## src/rtl/sid_pkg.sv

```systemverilog
// Shared constants and types for the SID register SPI slave: frame length,
// register offsets within a voice group, special addresses and FSM states.
package sid_pkg;

    localparam int unsigned FRAME_BITS = 16;

    localparam logic [2:0] FREQ_LO  = 3'd0;
    localparam logic [2:0] FREQ_HI  = 3'd1;
    localparam logic [2:0] DURATION = 3'd2;
    localparam logic [2:0] WAVEFORM = 3'd3;
    localparam logic [2:0] ATTACK   = 3'd4;
    localparam logic [2:0] SUSTAIN  = 3'd5;

    localparam logic [4:0] ADDR_ID     = 5'h18;
    localparam logic [4:0] ADDR_V2SNAP = 5'h19;

    typedef enum logic [1:0] {
        IDLE,
        CMD,
        DATA,
        DONE
    } spi_state_t;

    // True for a writable voice register that exists in this configuration.
    function automatic logic reg_valid(input logic [4:0] addr, input int unsigned num_voices);
        return (32'(addr[4:3]) < num_voices) && (addr[2:0] <= SUSTAIN);
    endfunction

endpackage

```

## src/rtl/sid_sync_edge.sv

```systemverilog
// Two-flop synchroniser for one asynchronous SPI pin, with rise/fall pulses
// derived from the synchronised level.
module sid_sync_edge (
    input  logic clk,
    input  logic rst,
    input  logic din,
    output logic level,
    output logic rise,
    output logic fall
);

    logic meta;
    logic sync;
    logic prev;

    always_ff @(posedge clk) begin
        if (rst) begin
            meta <= 1'b0;
            sync <= 1'b0;
            prev <= 1'b0;
        end else begin
            meta <= din;
            sync <= meta;
            prev <= sync;
        end
    end

    assign level = sync;
    assign rise  = sync & ~prev;
    assign fall  = ~sync & prev;

endmodule

```

## src/rtl/sid_reg_spi_slave.sv

```systemverilog
// SPI mode-0 slave holding the per-voice register bank; 16-bit frames carry
// R/nW, a 5-bit address and a data byte, with read-back on MISO.
module sid_reg_spi_slave
    import sid_pkg::*;
#(
    parameter int unsigned NUM_VOICES = 3,
    parameter logic [7:0]  CHIP_ID    = 8'h65
) (
    input  logic                      clk,
    input  logic                      rst,
    input  logic                      spi_sclk,
    input  logic                      spi_cs_n,
    input  logic                      spi_mosi,
    output logic                      spi_miso,
    input  logic [7:0]                voice2_in,
    output logic [16*NUM_VOICES-1:0]  frequency,
    output logic [8*NUM_VOICES-1:0]   duration,
    output logic [8*NUM_VOICES-1:0]   waveform,
    output logic [8*NUM_VOICES-1:0]   attack,
    output logic [8*NUM_VOICES-1:0]   sustain,
    output logic                      wr_strobe,
    output logic [4:0]                wr_addr
);

    logic sclk_level, sclk_rise, sclk_fall;
    logic cs_level, cs_rise, cs_fall;
    logic mosi_level, mosi_rise, mosi_fall;
    logic unused_edges;

    sid_sync_edge u_sync_sclk (.clk(clk), .rst(rst), .din(spi_sclk),
                               .level(sclk_level), .rise(sclk_rise), .fall(sclk_fall));
    sid_sync_edge u_sync_cs   (.clk(clk), .rst(rst), .din(spi_cs_n),
                               .level(cs_level), .rise(cs_rise), .fall(cs_fall));
    sid_sync_edge u_sync_mosi (.clk(clk), .rst(rst), .din(spi_mosi),
                               .level(mosi_level), .rise(mosi_rise), .fall(mosi_fall));

    assign unused_edges = ^{sclk_level, mosi_rise, mosi_fall};

    spi_state_t state_q, state_d;
    logic [3:0] bit_cnt_q, bit_cnt_d;
    logic [6:0] rx_q, rx_d;
    logic [7:0] tx_q, tx_d;
    logic [4:0] addr_q, addr_d;
    logic       rw_q, rw_d;
    logic       skip_q, skip_d;
    logic       armed_q, armed_d;
    logic       we;
    logic [7:0] wdata;
    logic [4:0] cmd_addr;
    logic [7:0] read_data;

    logic [7:0] bank [NUM_VOICES][6];

    assign cmd_addr = {rx_q[3:0], mosi_level};
    assign wdata    = {rx_q, mosi_level};

    always_comb begin
        read_data = '0;
        if (cmd_addr == ADDR_ID) begin
            read_data = CHIP_ID;
        end else if (cmd_addr == ADDR_V2SNAP) begin
            read_data = voice2_in;
        end else if (reg_valid(cmd_addr, NUM_VOICES)) begin
            read_data = bank[cmd_addr[4:3]][cmd_addr[2:0]];
        end
    end

    always_ff @(posedge clk) begin
        if (rst) begin
            state_q   <= IDLE;
            bit_cnt_q <= '0;
            rx_q      <= '0;
            tx_q      <= '0;
            addr_q    <= '0;
            rw_q      <= 1'b0;
            skip_q    <= 1'b0;
            armed_q   <= 1'b0;
        end else begin
            state_q   <= state_d;
            bit_cnt_q <= bit_cnt_d;
            rx_q      <= rx_d;
            tx_q      <= tx_d;
            addr_q    <= addr_d;
            rw_q      <= rw_d;
            skip_q    <= skip_d;
            armed_q   <= armed_d;
        end
    end

    always_comb begin
        state_d   = state_q;
        bit_cnt_d = bit_cnt_q;
        rx_d      = rx_q;
        tx_d      = tx_q;
        addr_d    = addr_q;
        rw_d      = rw_q;
        skip_d    = skip_q;
        armed_d   = armed_q | cs_level;
        we        = 1'b0;
        case (state_q)
            IDLE: begin
                if (cs_fall && armed_q) begin
                    state_d   = CMD;
                    bit_cnt_d = '0;
                end
            end
            CMD: begin
                if (cs_rise) begin
                    state_d = IDLE;
                end else if (sclk_rise) begin
                    rx_d      = {rx_q[5:0], mosi_level};
                    bit_cnt_d = bit_cnt_q + 4'd1;
                    if (bit_cnt_q == 4'(FRAME_BITS / 2 - 1)) begin
                        rw_d    = rx_q[6];
                        addr_d  = cmd_addr;
                        tx_d    = read_data;
                        skip_d  = 1'b1;
                        state_d = DATA;
                    end
                end
            end
            DATA: begin
                // The final rise wins over a coincident cs_n rise so the frame commits.
                if (sclk_rise && bit_cnt_q == 4'(FRAME_BITS - 1)) begin
                    we      = ~rw_q & reg_valid(addr_q, NUM_VOICES);
                    state_d = cs_rise ? IDLE : DONE;
                end else if (cs_rise) begin
                    state_d = IDLE;
                end else if (sclk_rise) begin
                    rx_d      = {rx_q[5:0], mosi_level};
                    bit_cnt_d = bit_cnt_q + 4'd1;
                end else if (sclk_fall) begin
                    // Hold tx[7] over the fall following the command byte so the
                    // host still sees it on the next rise.
                    if (skip_q) begin
                        skip_d = 1'b0;
                    end else begin
                        tx_d = {tx_q[6:0], 1'b0};
                    end
                end
            end
            DONE: begin
                if (cs_rise) begin
                    state_d = IDLE;
                end
            end
            default: state_d = IDLE;
        endcase
    end

    assign spi_miso = (state_q == DATA) && rw_q && tx_q[7];

    always_ff @(posedge clk) begin
        if (rst) begin
            for (int unsigned v = 0; v < NUM_VOICES; v++) begin
                for (int unsigned r = 0; r < 6; r++) begin
                    bank[v][r] <= '0;
                end
            end
            wr_strobe <= 1'b0;
            wr_addr   <= '0;
        end else begin
            wr_strobe <= we;
            if (we) begin
                bank[addr_q[4:3]][addr_q[2:0]] <= wdata;
                wr_addr <= addr_q;
            end
        end
    end

    always_comb begin
        frequency = '0;
        duration  = '0;
        waveform  = '0;
        attack    = '0;
        sustain   = '0;
        for (int unsigned v = 0; v < NUM_VOICES; v++) begin
            frequency[16*v +: 16] = {bank[v][FREQ_HI], bank[v][FREQ_LO]};
            duration[8*v +: 8]    = bank[v][DURATION];
            waveform[8*v +: 8]    = bank[v][WAVEFORM];
            attack[8*v +: 8]      = bank[v][ATTACK];
            sustain[8*v +: 8]     = bank[v][SUSTAIN];
        end
    end

endmodule

```

## config.mk

```make
export PLATFORM = sky130hd
export DESIGN_NAME = sid_reg_spi_slave
export DESIGN_NICKNAME = d
export VERILOG_FILES = /design/src/rtl/sid_pkg.sv /design/src/rtl/sid_sync_edge.sv /design/src/rtl/sid_reg_spi_slave.sv
export SDC_FILE = /design/constraint.sdc
export NUM_CORES = 1
export LEC_CHECK = 0
export BUFFER_PORTS_ARGS = -buffer_cell sky130_fd_sc_hd__buf_2
export CAP_MARGIN = 30
export CORE_UTILIZATION = 40
export DETAILED_ROUTE_END_ITERATION = 12
export HOLD_SLACK_MARGIN = 0.1
export PLACE_DENSITY_LB_ADDON = 0.12
export SETUP_SLACK_MARGIN = 0.02
export SYNTH_ARGS = -nofsm -noshare
export SYNTH_HDL_FRONTEND = slang
export SYNTH_SLANG_ARGS = --single-unit
export TNS_END_PERCENT = 10
```

## constraint.sdc

```tcl
create_clock -name clk -period 6.3 [get_ports clk]
set_input_delay 0.945 -clock clk [delete_from_list [all_inputs] [get_ports clk]]
set_output_delay 0.945 -clock clk [all_outputs]
set_load 0.01 [all_outputs]
```

Yosys cells after proc, flatten, opt, wreduce, memory -nomap -nowiden

Memories as Yosys holds them, arrays and structs flattened. A register that Yosys moved wholly into a read port is not among the register bits.
Cells that the tools add are included.
W data, S select, Z words.

Bits in registers: 43
Input port bits: 13
Latch bits: 0
Memory bits (writable): 144
Word-level logic and storage cells: 130
Output and inout port bits: 151
Memories: 1
Memory bits (read-only): 0

$mul: 0
Shift-type cells: 0
Reductions and logical operators: 17
Divide/modulo/power cells: 0
$lt $le $gt $ge: 7
Muxes and demuxes: 54
Equal/unequal tests: 18
Bitwise operators: 14
Add/subtract/negate cells: 1

Memory list:

| memory | words | width | read ports | clocked after Yosys merged registers in | write ports | RTL line                | source |
|---|---|---|---|---|---|---|---|
| bank   | 3     | 48    | 4          | 1                                       | 3           | sid_reg_spi_slave.sv:52 | `logic [7:0] bank [NUM_VOICES][6];` |

Operators by type and width:

| cell                 | number |
|---|---|
| $mux W48             | 3 |
| $mux W8              | 14 |
| $reduce_or A48 Y1    | 1 |
| $bmux W8 S3          | 1 |
| $demux W8 S3         | 1 |
| $mux W7              | 3 |
| $mux W2              | 10 |
| $ne A2 B2 Y1 const B | 9 |
| $mux W4              | 4 |
| $pmux W8 S2          | 1 |
| $pmux W7 S2          | 1 |
| $mux W1              | 13 |
| $pmux W4 S3          | 1 |
| $eq A5 B5 Y1 const B | 2 |
| $reduce_and A9 Y1    | 1 |
| $ge A4 B4 Y1 const B | 2 |
| $not A3 Y4           | 2 |
| $pmux W2 S4          | 1 |
| $reduce_and A8 Y1    | 1 |
| $logic_and A1 B1 Y1  | 7 |
| $le A3 B3 Y1 const B | 2 |
| $ne A3 B3 Y1 const B | 2 |
| $not A1 Y1           | 6 |
| $reduce_and A3 Y1    | 2 |
| other kinds (15)     | 21 |

Depth between registers and ports, before layout

Depth in word-level cells: 11
Depth in mapped cells: 9
Gate-level depth less buffers: 7

Cells and area by module

A second synthesis with hierarchy kept.

Cells, all modules: 733
Area, all modules: 10092.2 sq um

By module, submodules not included:

| module            | area an instance (sq um) | cells each | times used | seq. area each (sq um) |
|---|---|---|---|---|
| sid_reg_spi_slave | 9818.2                   | 709        | 1          | 6506.2 |
| sid_sync_edge     | 91.3                     | 8          | 3          | 60.1 |

Worst setup path before layout

OpenSTA, ideal clock, no wires.

Kind: input -> register
Start: in rst
End: mem bank[2][40] (netlist bit), enable pin
Library setup time: 0.334 ns
Path buffers: 2
Data arrival time: 2.410 ns
Path slack: 3.555 ns
Data required time: 5.966 ns
Cell stages on the path: 5
Cell sequence: clkbuf_1 nor4_1 clkbuf_1 nand3_1 nand2b_1

RTL lines:

| what        | RTL line                | source |
|---|---|---|
| from (decl) | sid_reg_spi_slave.sv:10 | `input logic rst,` |
| to (decl)   | sid_reg_spi_slave.sv:52 |  |

==> results.txt <==
- Data required time at the worst endpoint: 6.49 ns
* Via count of the first global-routing pass: 6500
- Static Leak: 4.58 nW
- After detailed routing, the total wire length is 30000 microns.
* Post-route clock period utilization: 49.5%
- Total GRT Usage: 23.4%
- In this run the mean area of a mapped cell was 13.9 sq um.
- STA classifies the critical path startpoint as a register.
- Post-Synthesis Cell Area: 10000 sq um
* Insertion delay to the later sink of the worst-skew pair: 0.54 ns
* Detailed-router iteration count before antenna repair: 5
- The multi-input combinational cells in the finished layout cover a total of 3280 sq um.
- 164 I/O pins were placed.
- Number of DRC markers in iteration 0: 609
- Max clock buf depth: 3
- Final HPWL DP: 21500 microns
- Buffers placed on the I/O ports in this run total 163.
* Sum of overflow across all layers after global routing: 0
- The tightest min-delay check is of the register to register type.
- Yosys mapped a number of flops with a built-in enable equal to 192.
- CTS Buf Count: 26
* Number of DRC violations after detailed routing: 0
- The first global-routing pass estimated 43700 microns of wire.
* Number of H-tree branching levels: 1
- Peak VDD IR: 0.169 mV
- Fraction of layout instances using a drive strength above 1: 27.1%
- Slew Limit Headroom: 33.3%
* Power per Cell Area: 285 nW/um^2
- The number of cells on the worst reg-to-reg path is 8.
- Buffers inserted to repair hold after CTS numbered 0.
- The area growth from synthesis to layout is 20.9%.
- Count of buffers added by post-CTS timing repair for setup: 0
* CP Capture Type: register
* Count of vias placed by the detailed router: 6825
* Placeable Area: 24500 sq um
- Setup Viol. Count Final: 0
- Row cnt: 57
* Count of yosys warnings during synthesis: 0
* Yosys cell types: 50
* Final Hold Fails: 0
* Data arrival time at the worst-slack endpoint: 3.30 ns
- After technology mapping, the gate count stands at 721.
- At the end of routability-driven placement, the weighted congestion stood at 0.826.
- Fmax: 0.321 GHz
- The tool flagged a number of max-cap violations equal to 0.
* Status: complete, no violations
- In this run the vertical extent of the chip is 160 microns.
- Number of antenna violations at the first check in global routing: 0
* Seq cells post-synth: 237
* Max Slew Vio Count: 0
- Number of filler instances in the final layout: 2173
- Final worst clock skew: 0.0212 ns
- For this configuration, the core starts out at a cell density of 40.9%.
* Worst Hold Path Cells: 1
* Avg WL per Cell: 23.8 microns
- RSZ-0062 raised after global routing: false
* FF/Latch Area: 6670 sq um
* Clock tree from TritonCTS: done
- In the final design database the tool counted 934 nets.
* Antenna viol nets, final: 0
* # resized after CTS: 0
- Total Die Area: 25700 sq um
- Clock Sink Count: 237
- Maximum number of pins on one net before global-route repair: 64
- Share of the yosys chip area belonging to registers: 66.6%
* Final-layout setup total negative slack: 0 ns
* Worst Setup Slack post-DPL: 3.06 ns
- In this run the horizontal extent of the chip is 160 microns.
* Clock transition at the register clock pins on the worst setup and hold paths after CTS: 0.06 ns
- At the pin with the least slew margin, the transition time is 0.998 ns.
* Share of synthesized registers carrying an async set or reset: 0%
* Antenna cells: 0
- Of all nets on the critical path, the largest fanout is 13.
* CTS Root Cell: sky130_fd_sc_hd__clkbuf_16
- Prevailing post-synth register cell: sky130_fd_sc_hd__edfxtp_1
- Once routing completed, OpenROAD measured the worst setup slack at 3.18 ns.
- Dividing the detail-routed via count by the number of cells gives 5.42.
- Shortest period the worst path allows: 3.12 ns
* Worst Setup Path Type: register to register
- Highest-count cells in the layout ignoring fill and taps: 192 x sky130_fd_sc_hd__edfxtp_1, 163 x sky130_fd_sc_hd__buf_2, 140 x sky130_fd_sc_hd__nor2_1, 51 x sky130_fd_sc_hd__mux2i_1, 48 x sky130_fd_sc_hd__conb_1
- Commonest non-fill, non-tap cell in the layout: sky130_fd_sc_hd__edfxtp_1
-- worst paths after layout --
check / startpoint / to / slack (ns)
worst max-delay path: state_q[0] / bank[0][2] / 3.18
worst min-delay path: u_sync_mosi.meta / u_sync_mosi.level / 0.44
worst max register to register: state_q[0] / bank[0][2] / 3.18
worst min register to register: u_sync_mosi.meta / u_sync_mosi.level / 0.44
-- cells in the mapped netlist (4+ instances only) --
| library cell | instances | area [sq um] |
|---|---|---|
| sky130_fd_sc_hd__nand2_1 | 30 | 113 |
| sky130_fd_sc_hd__buf_2 | 7 | 35.0 |
| sky130_fd_sc_hd__nand2b_1 | 19 | 119 |
| sky130_fd_sc_hd__a21oi_1 | 16 | 80.1 |
| sky130_fd_sc_hd__mux4_2 | 33 | 743 |
| sky130_fd_sc_hd__a221oi_1 | 6 | 52.6 |
| sky130_fd_sc_hd__a211o_1 | 7 | 61.3 |
| sky130_fd_sc_hd__o221ai_1 | 9 | 78.8 |
| sky130_fd_sc_hd__nand3b_1 | 7 | 52.6 |
| sky130_fd_sc_hd__mux2i_1 | 51 | 510 |
| sky130_fd_sc_hd__inv_1 | 13 | 48.8 |
| sky130_fd_sc_hd__nor2b_1 | 13 | 81.3 |
| sky130_fd_sc_hd__or2_2 | 4 | 25.0 |
| sky130_fd_sc_hd__o22ai_1 | 7 | 43.8 |
| sky130_fd_sc_hd__a22oi_1 | 12 | 90.1 |
| sky130_fd_sc_hd__dfxtp_1 | 45 | 901 |
| sky130_fd_sc_hd__ha_1 | 5 | 62.6 |
| sky130_fd_sc_hd__a211oi_1 | 11 | 82.6 |
| sky130_fd_sc_hd__edfxtp_1 | 192 | 5770 |
| sky130_fd_sc_hd__nand3_1 | 7 | 35.0 |
| sky130_fd_sc_hd__and3_1 | 4 | 25.0 |
| sky130_fd_sc_hd__o21ai_0 | 8 | 40.0 |
| sky130_fd_sc_hd__nor2_1 | 140 | 526 |
| sky130_fd_sc_hd__clkbuf_1 | 38 | 143 |
-- through the flow --
| stage | total power, mW | hold slack (ns) | std cells | utilization, % | cell area (sq um) |
|---|---|---|---|---|---|
| after detailed placement | 1.97 | 0.426 | 1212 | 46.1 | 11300 |
| after floorplan | 1.89 | 0.414 | 768 | - | 10200 |
| after global placement | 1.97 | 0.428 | 1210 | 46.0 | 11300 |
| after CTS | 3.46 | 0.446 | 1260 | 49.5 | 12100 |
| final | 3.45 | 0.441 | 1260 | 49.5 | 12100 |
| after global routing | 3.54 | 0.459 | 1260 | 49.5 | 12100 |
-- critical path, cell delays in order (launching register included) --
cell and delay (ns):
sky130_fd_sc_hd__dfxtp_1 0.34, sky130_fd_sc_hd__inv_1 0.09, sky130_fd_sc_hd__ha_1 0.41, sky130_fd_sc_hd__nand2_1 0.14
sky130_fd_sc_hd__or2_2 0.37, sky130_fd_sc_hd__nor2_1 0.53, sky130_fd_sc_hd__buf_6 0.22, sky130_fd_sc_hd__nand3_1 0.26
sky130_fd_sc_hd__nand2b_1 0.41
-- where the power goes --
part	internal (mW)	leakage, nW	total, mW	switching (mW)
combinational	0.0607	1.84	0.158	0.0975
clock	0.885	0.413	1.51	0.627
sequential	1.74	2.33	1.78	0.0411
total	2.68	4.58	3.45	0.766
-- kinds of logic after synthesis --
| kind of cell | after synthesis | share of synthesized area (%) |
|---|---|---|
| AND/OR/NAND/NOR | 243 | 11.4 |
| flip-flops | 237 | 66.6 |
| AO/OA/AOI/OAI | 88 | 6.35 |
| multiplexers | 84 | 12.5 |
| buffers and inverters | 63 | 2.56 |
| adder cells (fa/ha/maj) | 5 | 0.625 |
| other | 1 | 0.0374 |
-- registers in the layout (all words and copies together) (netlist names), named ones only --
register,flops
addr_q,5
armed_q,1
bank,192
bit_cnt_q,4
rw_q,1
rx_q,7
skip_q,1
state_q,2
tx_q,8
u_sync_cs.level,1
u_sync_cs.meta,1
u_sync_cs.prev,1
u_sync_mosi.level,1
u_sync_mosi.meta,1
u_sync_sclk.level,1
u_sync_sclk.meta,1
u_sync_sclk.prev,1
wr_addr,5
wr_strobe,1
-- cell type report --
class,count,share of cell area (%)
clock inverters,15,1.33
repair buffers,170,7.20
flip-flops and latches,237,55.1
multi-input cells,468,27.0
inverters,13,0.403
well taps,324,3.35
clock buffers,33,5.59
-- per-layer routing --
layer	routed length [microns]	vias up	track usage, %
met5	0	-	0
met4	1000	0	8.61
met3	1880	50	3.27
met2	13500	296	35.7
met1	13500	3432	34.1
li1	-	3047	-
Power figures use the tool's default switching activity.
